File: src/rtl/mul_share_arbiter.sv
// Round-robin front end that shares one pipelined unsigned multiplier between N_REQ requesters,
// handling signed operands via sign/magnitude conversion and tagging results with requester ID.
module mul_share_arbiter #(
  parameter int unsigned DATA_WIDTH     = 16,
  parameter int unsigned PIPELINE_DEPTH = 4,
  parameter int unsigned N_REQ          = 4,
  localparam int unsigned ID_W          = $clog2(N_REQ),
  localparam int unsigned CNT_W         = $clog2(PIPELINE_DEPTH) + 1
) (
  input  logic                          clk_i,
  input  logic                          rst_n_i,
  input  logic [N_REQ-1:0]              req_valid_i,
  output logic [N_REQ-1:0]              req_ready_o,
  input  logic [N_REQ-1:0]              req_signed_i,
  input  logic [N_REQ*DATA_WIDTH-1:0]   req_multiplicand_i,
  input  logic [N_REQ*DATA_WIDTH-1:0]   req_multiplier_i,
  output logic                          mul_clk_en_o,
  output logic                          mul_data_valid_o,
  output logic [DATA_WIDTH-1:0]         mul_multiplicand_o,
  output logic [DATA_WIDTH-1:0]         mul_multiplier_o,
  input  logic [2*DATA_WIDTH-1:0]       mul_product_i,
  input  logic                          mul_data_valid_i,
  output logic                          res_valid_o,
  input  logic                          res_ready_i,
  output logic [2*DATA_WIDTH-1:0]       res_product_o,
  output logic [ID_W-1:0]               res_id_o,
  output logic [CNT_W-1:0]              inflight_o
);

  localparam int unsigned DW  = DATA_WIDTH;
  localparam int unsigned LAT = PIPELINE_DEPTH - 1;

  logic                  stall;
  logic [ID_W-1:0]       rr_ptr_q, rr_ptr_d;
  logic [N_REQ-1:0]      grant;
  logic [ID_W-1:0]       gnt_id;
  logic                  gnt_any;
  int unsigned           idx;

  logic [DW-1:0]         op_a, op_b;
  logic                  op_sgn, issue_neg;

  logic [LAT-1:0]            tag_vld_q, tag_neg_q;
  logic [LAT-1:0][ID_W-1:0]  tag_id_q;
  logic [CNT_W-1:0]          inflight_q, inflight_d;
  logic                      res_done;

  // A held result freezes the whole multiplier pipe and blocks new issues.
  assign stall        = res_valid_o & ~res_ready_i;
  assign mul_clk_en_o = ~stall;

  always_comb begin
    grant   = '0;
    gnt_id  = '0;
    gnt_any = 1'b0;
    idx     = 0;
    if (!stall) begin
      for (int unsigned o = 0; o < N_REQ; o++) begin
        idx = (32'(rr_ptr_q) + o) % N_REQ;
        if (!gnt_any && req_valid_i[idx]) begin
          grant[idx] = 1'b1;
          gnt_id     = ID_W'(idx);
          gnt_any    = 1'b1;
        end
      end
    end
  end

  assign req_ready_o = grant;
  assign rr_ptr_d    = gnt_any ? ID_W'((32'(gnt_id) + 1) % N_REQ) : rr_ptr_q;

  always_comb begin
    op_a   = '0;
    op_b   = '0;
    op_sgn = 1'b0;
    if (gnt_any) begin
      op_a   = req_multiplicand_i[32'(gnt_id)*DW +: DW];
      op_b   = req_multiplier_i[32'(gnt_id)*DW +: DW];
      op_sgn = req_signed_i[gnt_id];
    end
  end

  // Negating the most-negative value wraps to 2^(DW-1), which is the exact magnitude.
  assign mul_multiplicand_o = (op_sgn && op_a[DW-1]) ? -op_a : op_a;
  assign mul_multiplier_o   = (op_sgn && op_b[DW-1]) ? -op_b : op_b;
  assign issue_neg          = op_sgn & (op_a[DW-1] ^ op_b[DW-1]);
  assign mul_data_valid_o   = gnt_any;

  always_ff @(posedge clk_i or negedge rst_n_i) begin
    if (!rst_n_i) begin
      rr_ptr_q  <= '0;
      tag_vld_q <= '0;
      tag_neg_q <= '0;
      tag_id_q  <= '0;
    end else begin
      rr_ptr_q <= rr_ptr_d;
      if (mul_clk_en_o) begin
        tag_vld_q[0] <= gnt_any;
        tag_neg_q[0] <= issue_neg;
        tag_id_q[0]  <= gnt_id;
        for (int i = 1; i < LAT; i++) begin
          tag_vld_q[i] <= tag_vld_q[i-1];
          tag_neg_q[i] <= tag_neg_q[i-1];
          tag_id_q[i]  <= tag_id_q[i-1];
        end
      end
    end
  end

  assign res_valid_o   = mul_data_valid_i;
  assign res_id_o      = tag_id_q[LAT-1];
  assign res_product_o = tag_neg_q[LAT-1] ? -mul_product_i : mul_product_i;

  assign res_done = res_valid_o & res_ready_i;

  always_comb begin
    inflight_d = inflight_q;
    unique case ({gnt_any, res_done})
      2'b10:   inflight_d = inflight_q + 1'b1;
      2'b01:   inflight_d = inflight_q - 1'b1;
      default: inflight_d = inflight_q;
    endcase
  end

  always_ff @(posedge clk_i or negedge rst_n_i) begin
    if (!rst_n_i) begin
      inflight_q <= '0;
    end else begin
      inflight_q <= inflight_d;
    end
  end

  assign inflight_o = inflight_q;

endmodule

File: config.mk
export PLATFORM = sky130hd
export DESIGN_NAME = mul_share_arbiter
export DESIGN_NICKNAME = d
export VERILOG_FILES = /design/src/rtl/mul_share_arbiter.sv
export SDC_FILE = /design/constraint.sdc
export NUM_CORES = 1
export LEC_CHECK = 0
export CAP_MARGIN = 20
export CELL_PAD_IN_SITES_DETAIL_PLACEMENT = 0
export CELL_PAD_IN_SITES_GLOBAL_PLACEMENT = 1
export CORE_MARGIN = 2
export CORE_UTILIZATION = 28
export CTS_CLUSTER_SIZE = 30
export DETAILED_ROUTE_END_ITERATION = 10
export PLACE_DENSITY_LB_ADDON = 0.1
export SLEW_MARGIN = 20
export SYNTH_ARGS = -nofsm -noshare
export SYNTH_HDL_FRONTEND = slang
export SYNTH_SLANG_ARGS = --single-unit
File: constraint.sdc
create_clock -name clk_i -period 11.4 [get_ports clk_i]
set_clock_uncertainty 0.05 [all_clocks]
set_input_delay 1.71 -clock clk_i [delete_from_list [all_inputs] [get_ports clk_i]]
set_output_delay 1.71 -clock clk_i [all_outputs]
set_load 0.005 [all_outputs]
; Word level (Yosys, flattened, before mapping)
; Index checks and enable logic that the tools add are counted.
[totals]
regBits = 14
in_bits = 172
out_inout_bits = 76
word_cells = 96
[op_classes]
add_sub_neg = 9
magnitude_cmp = 9
eq_ne = 2
shifts = 2
n_mux = 46
n_bitwise = 9
reduce_logical = 13
[ops]
columns = cell, count
row1 = indexed part select 64 x 7 -> 16 bit, 2
row2 = 2-to-1 mux 16 bit, 4
row3 = 2-to-1 mux 32 bit, 1
row4 = 2-to-1 mux 4 bit, 8
row5 = negator 16 bit, 2
row6 = negator 32 bit, 1
row7 = 2-to-1 mux 1 bit, 18
row8 = less-than comparator 2 x 3 -> 1 bit (second input constant), 5
row9 = bitwise OR 4 bit, 3
row10 = binary-select mux 1 bit (select 2 bit), 5
row11 = 2-to-1 mux 2 bit, 5
row12 = logical AND 1 bit, 9
row13 = demux 1 bit (select 2 bit), 4
row14 = greater-or-equal comparator 2 x 1 -> 1 bit (second input constant), 4
row15 = one-hot mux 3 bit (2 select lines), 1
row16 = adder 2 x 1 -> 2 bit (second input constant), 2
row17 = adder 2 bit (second input constant), 2
row18 = adder 3 x 1 -> 3 bit (second input constant), 1
row19 = AND 1 bit, 3
row20 = logical NOT 1 bit, 3
row21 = subtractor 3 x 1 -> 3 bit (second input constant), 1
row22 = equality test 2 x 1 -> 1 bit (second input constant), 1
row23 = equality test 2 bit (second input constant), 1
row24 = inverter 1 bit, 2
row25 = other kinds (2), 2

; Depth between registers and ports, before layout
; Gate-level depths: netlist of run 1.
[logic_depth]
word_depth = 21
mapped_depth = 20

; Worst setup path before layout of run 1
; No wires, ideal clock.
[synth_path]
kind = in2out
start = in req_valid_i[1]
end = out mul_multiplier_o[12]
arrival_ps = 5167
required_ps = 9640
setup_slack_ps = 4473
cell_stages = 16
path_buffers = 5
path_cell_list = clkbuf_1 -> mux4_2 -> o21ba_2 -> nor2_1 -> nor2_1 -> buf_2 -> buf_2 -> buf_2 -> buf_2 -> mux2i_1 -> o22a_1 -> ha_1 -> o2111ai_1 -> a211oi_1 -> a31oi_1 -> xnor2_1
[synth_via]
elab_chain_cells = 21
[synth_lines]
columns = element, line
row1 = start: declaration, 12  ; input logic [N_REQ-1:0] req_valid_i,
row2 = branches (longest 20 deep; another with binary-select mux 1 bit (select 2 bit)), --
row3 = 2-to-1 mux 16 bit *, 85  ; assign mul_multiplier_o = (op_sgn && op_b[DW-1]) ? -op_b : op_b;
row4 = end: declaration, 20  ; output logic [DATA_WIDTH-1:0] mul_multiplier_o,
; Every way passes the cells marked *. The select of a mux whose other input is x is not followed.

; Worst setup path in the final report of run 1
[layout_path]
start = in req_valid_i[2]
end = out mul_multiplier_o[10]
; Same word-level chain as after synthesis.

==> impl_metrics.toml, run 1 <==
[synth]
synth_top_area_cell = "mux2i_1"
syn_nets = 760
synth.area.top_cells = "mux2i_1, xnor2_1, dfrtp_1, nand2_1, a21oi_1"
synth_area_per_cell_um2 = 7.22
ys_types = 71
synth_edf_count = 0
netlist_instances = 575
async_reset_ff_share_pct = 100
synthFlopType = "dfrtp_1"
netlist_area_um2 = 4150
yosysWarningCount = 0
yosysSeqAreaShare_pct = 8.43
yosysTopAreaCellShare_pct = 12.8
synth-seq-cells = 14

[detailed_routing]
via_per_inst = 5.41
dr.pass1.iters = 5
drc = 0
num_vias = 5261
drt_iter0_markers = 349
wl_per_cell_um = 18.0
ant_nets = 0
drt-total-wl_um = 17500

[clock_tree]
cts_root_buf = "clkbuf_16"
h-tree-depth = 1
postCtsHoldBufs = 0
clock_latency_ns = 0.24
cts_tree = "yes"
cts_resized = 0
tritoncts_num_sinks = 14
numCtsBuffers = 3
post_cts_buffers = 0
clkSlewWorstSetupHoldPaths_ns = 0.05
clockBufferDepth = 2

[finish]
area_delta_synth_final_pct = 63.8
nNetsFinal = 974
final_cell_mix = "clkdlybuf4s50_1, nand2_1, mux2i_1, xnor2_1, nor2_1"
num_antenna_cells = 0
stdcell_count = 972
utilization_pct = 46.8
drive_gt1_share_pct = 4.70
final_common_cell = "clkdlybuf4s50_1"

[place]
gp_congestion = 0.855
place_inst = 968
port_buffers = 247
dp_hpwl_um = 14400

[global_routing]
grt_pass1_vias = 5327
grt-ovfl-total = 0
grt_first_pass_wirelength_um = 27500
grt_max_degree = 35
track_usage_pct = 21.0
antenna_found_initial = 0

[floorplanning]
start_util_pct = 28.6
die_w_um = 126
row_count = 44
die-area_um2 = 15800
coreArea_um2 = 14500
pin_count = 248
die_h_um = 126

[hold_path]
hold_class = "flip-flop to flip-flop"

[sta]
worst_hold_slack_ns = 0.411
hold_viol_final = 0
setup_tns_ns = 0
rsz0062_at_grt = "no"
drv_slew = 0
maxSlewHeadroom_pct = 31.3
min_period_over_period_pct = 75.3
max_freq_mhz = 117
worst_pin_slew_ns = 1.03
fin_crit_ns = 8.58
setup_viol = 0

[setup_path]
critPathCaptureType = "output port"
path_max_fanout = 34
cp-start-kind = "input pin"
critPathArrivalTime_ns = 6.82
setup.worst_path.class = "input pin to output port"
crit_required_ns = 9.64

[run_status]
outcome = "finished, final reports clean"

[power_and_ir_drop]
p_per_area_nw_per_um2 = 268
power_leakage_nw = 2.65
vdd_drop_max_uv = 126

[job]
cap_violations = 0
cell usage after synthesis (12+ instances only):
master    instances
inv_1            19
a21oi_1          30
nand3_1          13
xnor2_1          48
buf_2            12
nand2_1          62
nor3_1           19
o22ai_1          13
clkbuf_1         24
dfrtp_1          14
ha_1             12
o211ai_1         12
o21ai_0          30
xor2_1           12
nor2_1           34
mux2i_1          53
final cells by class:
| cell class | instances | area [µm²] |
|---|---|---|
| clock buffers | 4 | 88.8 |
| well taps | 184 | 230 |
| repair buffers | 252 | 2510 |
| inverters | 20 | 75.1 |
| fillers | 1487 | 7730 |
| flip-flops and latches | 14 | 350 |
| multi-input cells | 498 | 3550 |
metrics by stage:
step / total power [W] / cell area, µm² / setup WS [ns]
after floorplan: 0.00106 / 4150 / 4.47
after global placement: 0.00175 / 6710 / 2.97
after detailed placement: 0.00175 / 6710 / 2.84
after CTS: 0.00184 / 6800 / 2.82
after global routing: 0.00198 / 6800 / 2.47
final: 0.00182 / 6800 / 2.82
registers in the layout, summed over array words and instances, names as in the netlist:
register    cells
tag_id_q        4
inflight_o      3
tag_neg_q       3
res_id_o        2
rr_ptr_q        2
cell families after synthesis:
group	synth area share [%]
fa+ha+maj	4.10
buf+inv	6.42
compound gates	28.9
flops	8.43
xor+xnor	12.7
simple gates	23.2
mux	16.3
worst max-delay path, stage by stage:
cell and delay, ns:
clkdlybuf4s50_1 0.62, mux4_2 0.65, o21ba_2 0.32, nor2_1 0.09, nor2_4 0.80, buf_4 0.57, mux2_2 0.43, or3b_1 0.60
o21ba_1 0.34, xnor2_1 0.12, clkdlybuf4s50_1 0.52
final timing paths:
kind | from | end | slack (ns) | cells past startpoint
worst min register to register | tag_id_q[2]$_DFFE_PN0N_ | tag_id_q[2]$_DFFE_PN0N_ | 0.41 | 2
worst max register to register | rr_ptr_q[0]$_DFFE_PN0P_ | tag_neg_q[0]$_DFFE_PN0N_ | 6.22 | 10
worst min-delay path | tag_id_q[2]$_DFFE_PN0N_ | tag_id_q[2]$_DFFE_PN0N_ | 0.41 | 2
worst max-delay path | req_valid_i[2] | mul_multiplier_o[10] | 2.82 | 11
max in group asynchronous | rst_n_i | tag_id_q[2]$_DFFE_PN0N_ | 9.00 | 1
min in group asynchronous | rst_n_i | inflight_o[1]$_DFFE_PN0P_ | 1.85 | 1
report_power, final:
part / internal [W] / switching (W) / total [W] / leakage [nW]
Combinational: 0.000835 / 0.000798 / 0.00163 / 2.43
Sequential: 0.0000723 / 0.0000437 / 0.000116 / 0.172
Clock: 0.0000532 / 0.0000210 / 0.0000742 / 0.0442
routing by layer:
metal  share of wire (%)  up-vias  global-route usage, %  wire (µm)
li1                    -     2575                      -          -
met2                  51      186                   38.9       8890
met1                  42     2478                   25.9       7320
met3                 5.4       22                   2.85        946
met5                   0        -                      0          0
met4                 2.0        0                   4.40        356
Power figures use the tool's default switching activity.
==> inputs of run 2 (changes only) <==
--- a/config.mk
+++ b/config.mk
@@ -9,7 +9,7 @@
 export CELL_PAD_IN_SITES_DETAIL_PLACEMENT = 0
 export CELL_PAD_IN_SITES_GLOBAL_PLACEMENT = 1
 export CORE_MARGIN = 2
-export CORE_UTILIZATION = 28
+export CORE_UTILIZATION = 24
 export CTS_CLUSTER_SIZE = 30
 export DETAILED_ROUTE_END_ITERATION = 10
 export PLACE_DENSITY_LB_ADDON = 0.1
==> constraint.sdc (replaced) <==
create_clock -name clk_i -period 7.56 [get_ports clk_i]
set_clock_uncertainty 0.05 [all_clocks]
set_input_delay 1.134 -clock clk_i [delete_from_list [all_inputs] [get_ports clk_i]]
set_output_delay 1.134 -clock clk_i [all_outputs]
set_load 0.005 [all_outputs]
==> impl_metrics.toml, run 2 (synthesis results as in run 1) <==
[run_status]
outcome = "finished, final reports clean"

[place]
dp_hpwl_um = 15500
gp_congestion = 0.864
port_buffers = 247

[sta]
drv_slew = 0
fin_crit_ns = 6.92
setup_tns_ns = 0
min_period_over_period_pct = 91.6
maxSlewHeadroom_pct = 34.2
worst_pin_slew_ns = 0.987
setup_viol = 0
rsz0062_at_grt = "no"
max_freq_mhz = 144
hold_viol_final = 0
worst_hold_slack_ns = 0.415

[finish]
drive_gt1_share_pct = 5.89
largest_reg_flops = 4
final_cell_mix = "clkdlybuf4s50_1, nand2_1, mux2i_1, xnor2_1, nor2_1"
utilization_pct = 40.5
n_fill_cell = 1803
nNetsFinal = 985
regMostFlops = "tag_id_q"
area_delta_synth_final_pct = 66.7
final_common_cell = "clkdlybuf4s50_1"

[detailed_routing]
drt-total-wl_um = 18700
ant_nets = 0
drt_iter0_markers = 285
wl_per_cell_um = 18.3
num_vias = 5275
via_per_inst = 5.15
dr.pass1.iters = 4
drc = 0

[hold_path]
min_to = "tag_neg_q[1]$_DFFE_PN0N_"
worstHoldPathCells = 2
hold_class = "flip-flop to flip-flop"
hold_path_startpoint = "tag_neg_q[1]$_DFFE_PN0N_"

[clock_tree]
numCtsBuffers = 3
post_cts_buffers = 0
postCtsHoldBufs = 0
cts_resized = 0
cts_tree = "yes"
clockBufferDepth = 2
clkSlewWorstSetupHoldPaths_ns = 0.04
clock_latency_ns = 0.24
cts_root_buf = "clkbuf_16"
h-tree-depth = 1
tritoncts_num_sinks = 14

[global_routing]
antenna_found_initial = 2
track_usage_pct = 19.2
grt_max_degree = 34
grt_first_pass_wirelength_um = 28400
grt-ovfl-total = 0
grt_pass1_vias = 5412

[setup_path]
r2r_slack_ns = 3.48
critPathArrivalTime_ns = 5.74
r2r_cells = 9
path_max_fanout = 23
cp-start-kind = "input pin"
critPathCaptureType = "output port"
max_stage_delay_ns = 0.66
cp.buffers_inverters = 3
setup.worst_path.class = "input pin to output port"
cpMaxStageDelayCell = "mux4_2"
worst_r2r_endpoint = "tag_neg_q[0]$_DFFE_PN0N_"
r2r-start = "rr_ptr_q[1]$_DFFE_PN0P_"
crit_chain = "clkdlybuf4s50_1, mux4_2, o21ba_2, nor2_1, nor2_4, buf_4, mux2i_1, o22ai_1, nor4_1, a31oi_1, xnor2_1, clkdlybuf4s50_1"
crit_required_ns = 6.38
cp_top_family = "buffers and inverters"
crit_top_cell = "clkdlybuf4s50_1"

[power_and_ir_drop]
vdd_drop_max_uv = 260
power_leakage_nw = 2.69
total_power_w = 0.00280
p_per_area_nw_per_um2 = 404

[floorplanning]
die-area_um2 = 18400
die_w_um = 136
start_util_pct = 24.3
row_count = 48
die_h_um = 136
pin_count = 248
coreArea_um2 = 17100

[job]
cap_violations = 0
[run 2: changes by cell type in the layout (fill, tap and decap cells not counted)]
cell / delta
buf_4: +11
clkbuf_8: -1
diode_2: +1
[run 2: per-stage QoR]
step / setup WS, ns / instance area (µm²) / std cells
6_report: 0.637 / 6930 / 1024
5_1_grt: 0.174 / 6920 / 1023
4_1_cts: 0.563 / 6920 / 1023
3_5_place_dp: 0.561 / 6850 / 1020
3_3_place_gp: 0.751 / 6850 / 1020
2_1_floorplan: 1.76 / 4150 / 575
[run 2: worst max path at each step]
stage / from / depth (start not counted) / endpoint / slack (ns)
final: req_valid_i[2] / 12 / mul_multiplicand_o[13] / 0.64
after global routing: req_valid_i[2] / 12 / mul_multiplicand_o[13] / 0.17
after CTS: req_valid_i[2] / 12 / mul_multiplicand_o[13] / 0.56
after detailed placement: req_valid_i[2] / 12 / mul_multiplicand_o[13] / 0.56
after global placement: req_valid_i[2] / 12 / mul_multiplicand_o[13] / 0.75
after floorplan: rr_ptr_q[0]$_DFFE_PN0P_ / 20 / mul_multiplier_o[12] / 1.76
[run 2: layout make-up]
class                      instances  area (µm²)  area share [%]
inverter                          20        75.1            1.08
multi-input combinational        498        3550            51.2
clock buffer                       3        75.1            1.08
sequential                        14         350            5.06
timing repair buffer             263        2590            37.4
tap                              225         282            4.07
antenna                            1        2.50          0.0361
[run 2: layer usage]
layer,track usage [%],wire length [µm]
met5,0,0
met4,3.53,280
met3,4.71,1680
met2,35.0,9010
met1,23.0,7730
[run 2: worst register-to-register path: stages, from the launching register on]
cell	delay, ns
dfrtp_1	0.68
inv_1	0.26
ha_1	0.55
mux4_2	0.46
o21ba_2	0.33
nor2_1	0.09
nor2_4	0.65
mux2_2	0.47
xnor2_1	0.15
a32o_1	0.27
[run 2: where the power goes]
| group | leakage (nW) | internal (W) | switching, W |
|---|---|---|---|
| combinational | 2.48 | 0.00130 | 0.00125 |
| clock | 0.0370 | 0.0000690 | 0.0000275 |
| sequential | 0.172 | 0.000110 | 0.0000476 |
==> inputs of run 3 (changes only) <==
--- a/config.mk
+++ b/config.mk
@@ -5,12 +5,12 @@
 export SDC_FILE = /design/constraint.sdc
 export NUM_CORES = 1
 export LEC_CHECK = 0
-export CAP_MARGIN = 20
+export ABC_AREA = 0
+export CAP_MARGIN = 25
 export CELL_PAD_IN_SITES_DETAIL_PLACEMENT = 0
 export CELL_PAD_IN_SITES_GLOBAL_PLACEMENT = 1
 export CORE_MARGIN = 2
 export CORE_UTILIZATION = 24
-export CTS_CLUSTER_SIZE = 30
 export DETAILED_ROUTE_END_ITERATION = 10
 export PLACE_DENSITY_LB_ADDON = 0.1
 export SLEW_MARGIN = 20
==> results of run 3 <==
Final layout, timing and power as in run 2 (identical DEF).
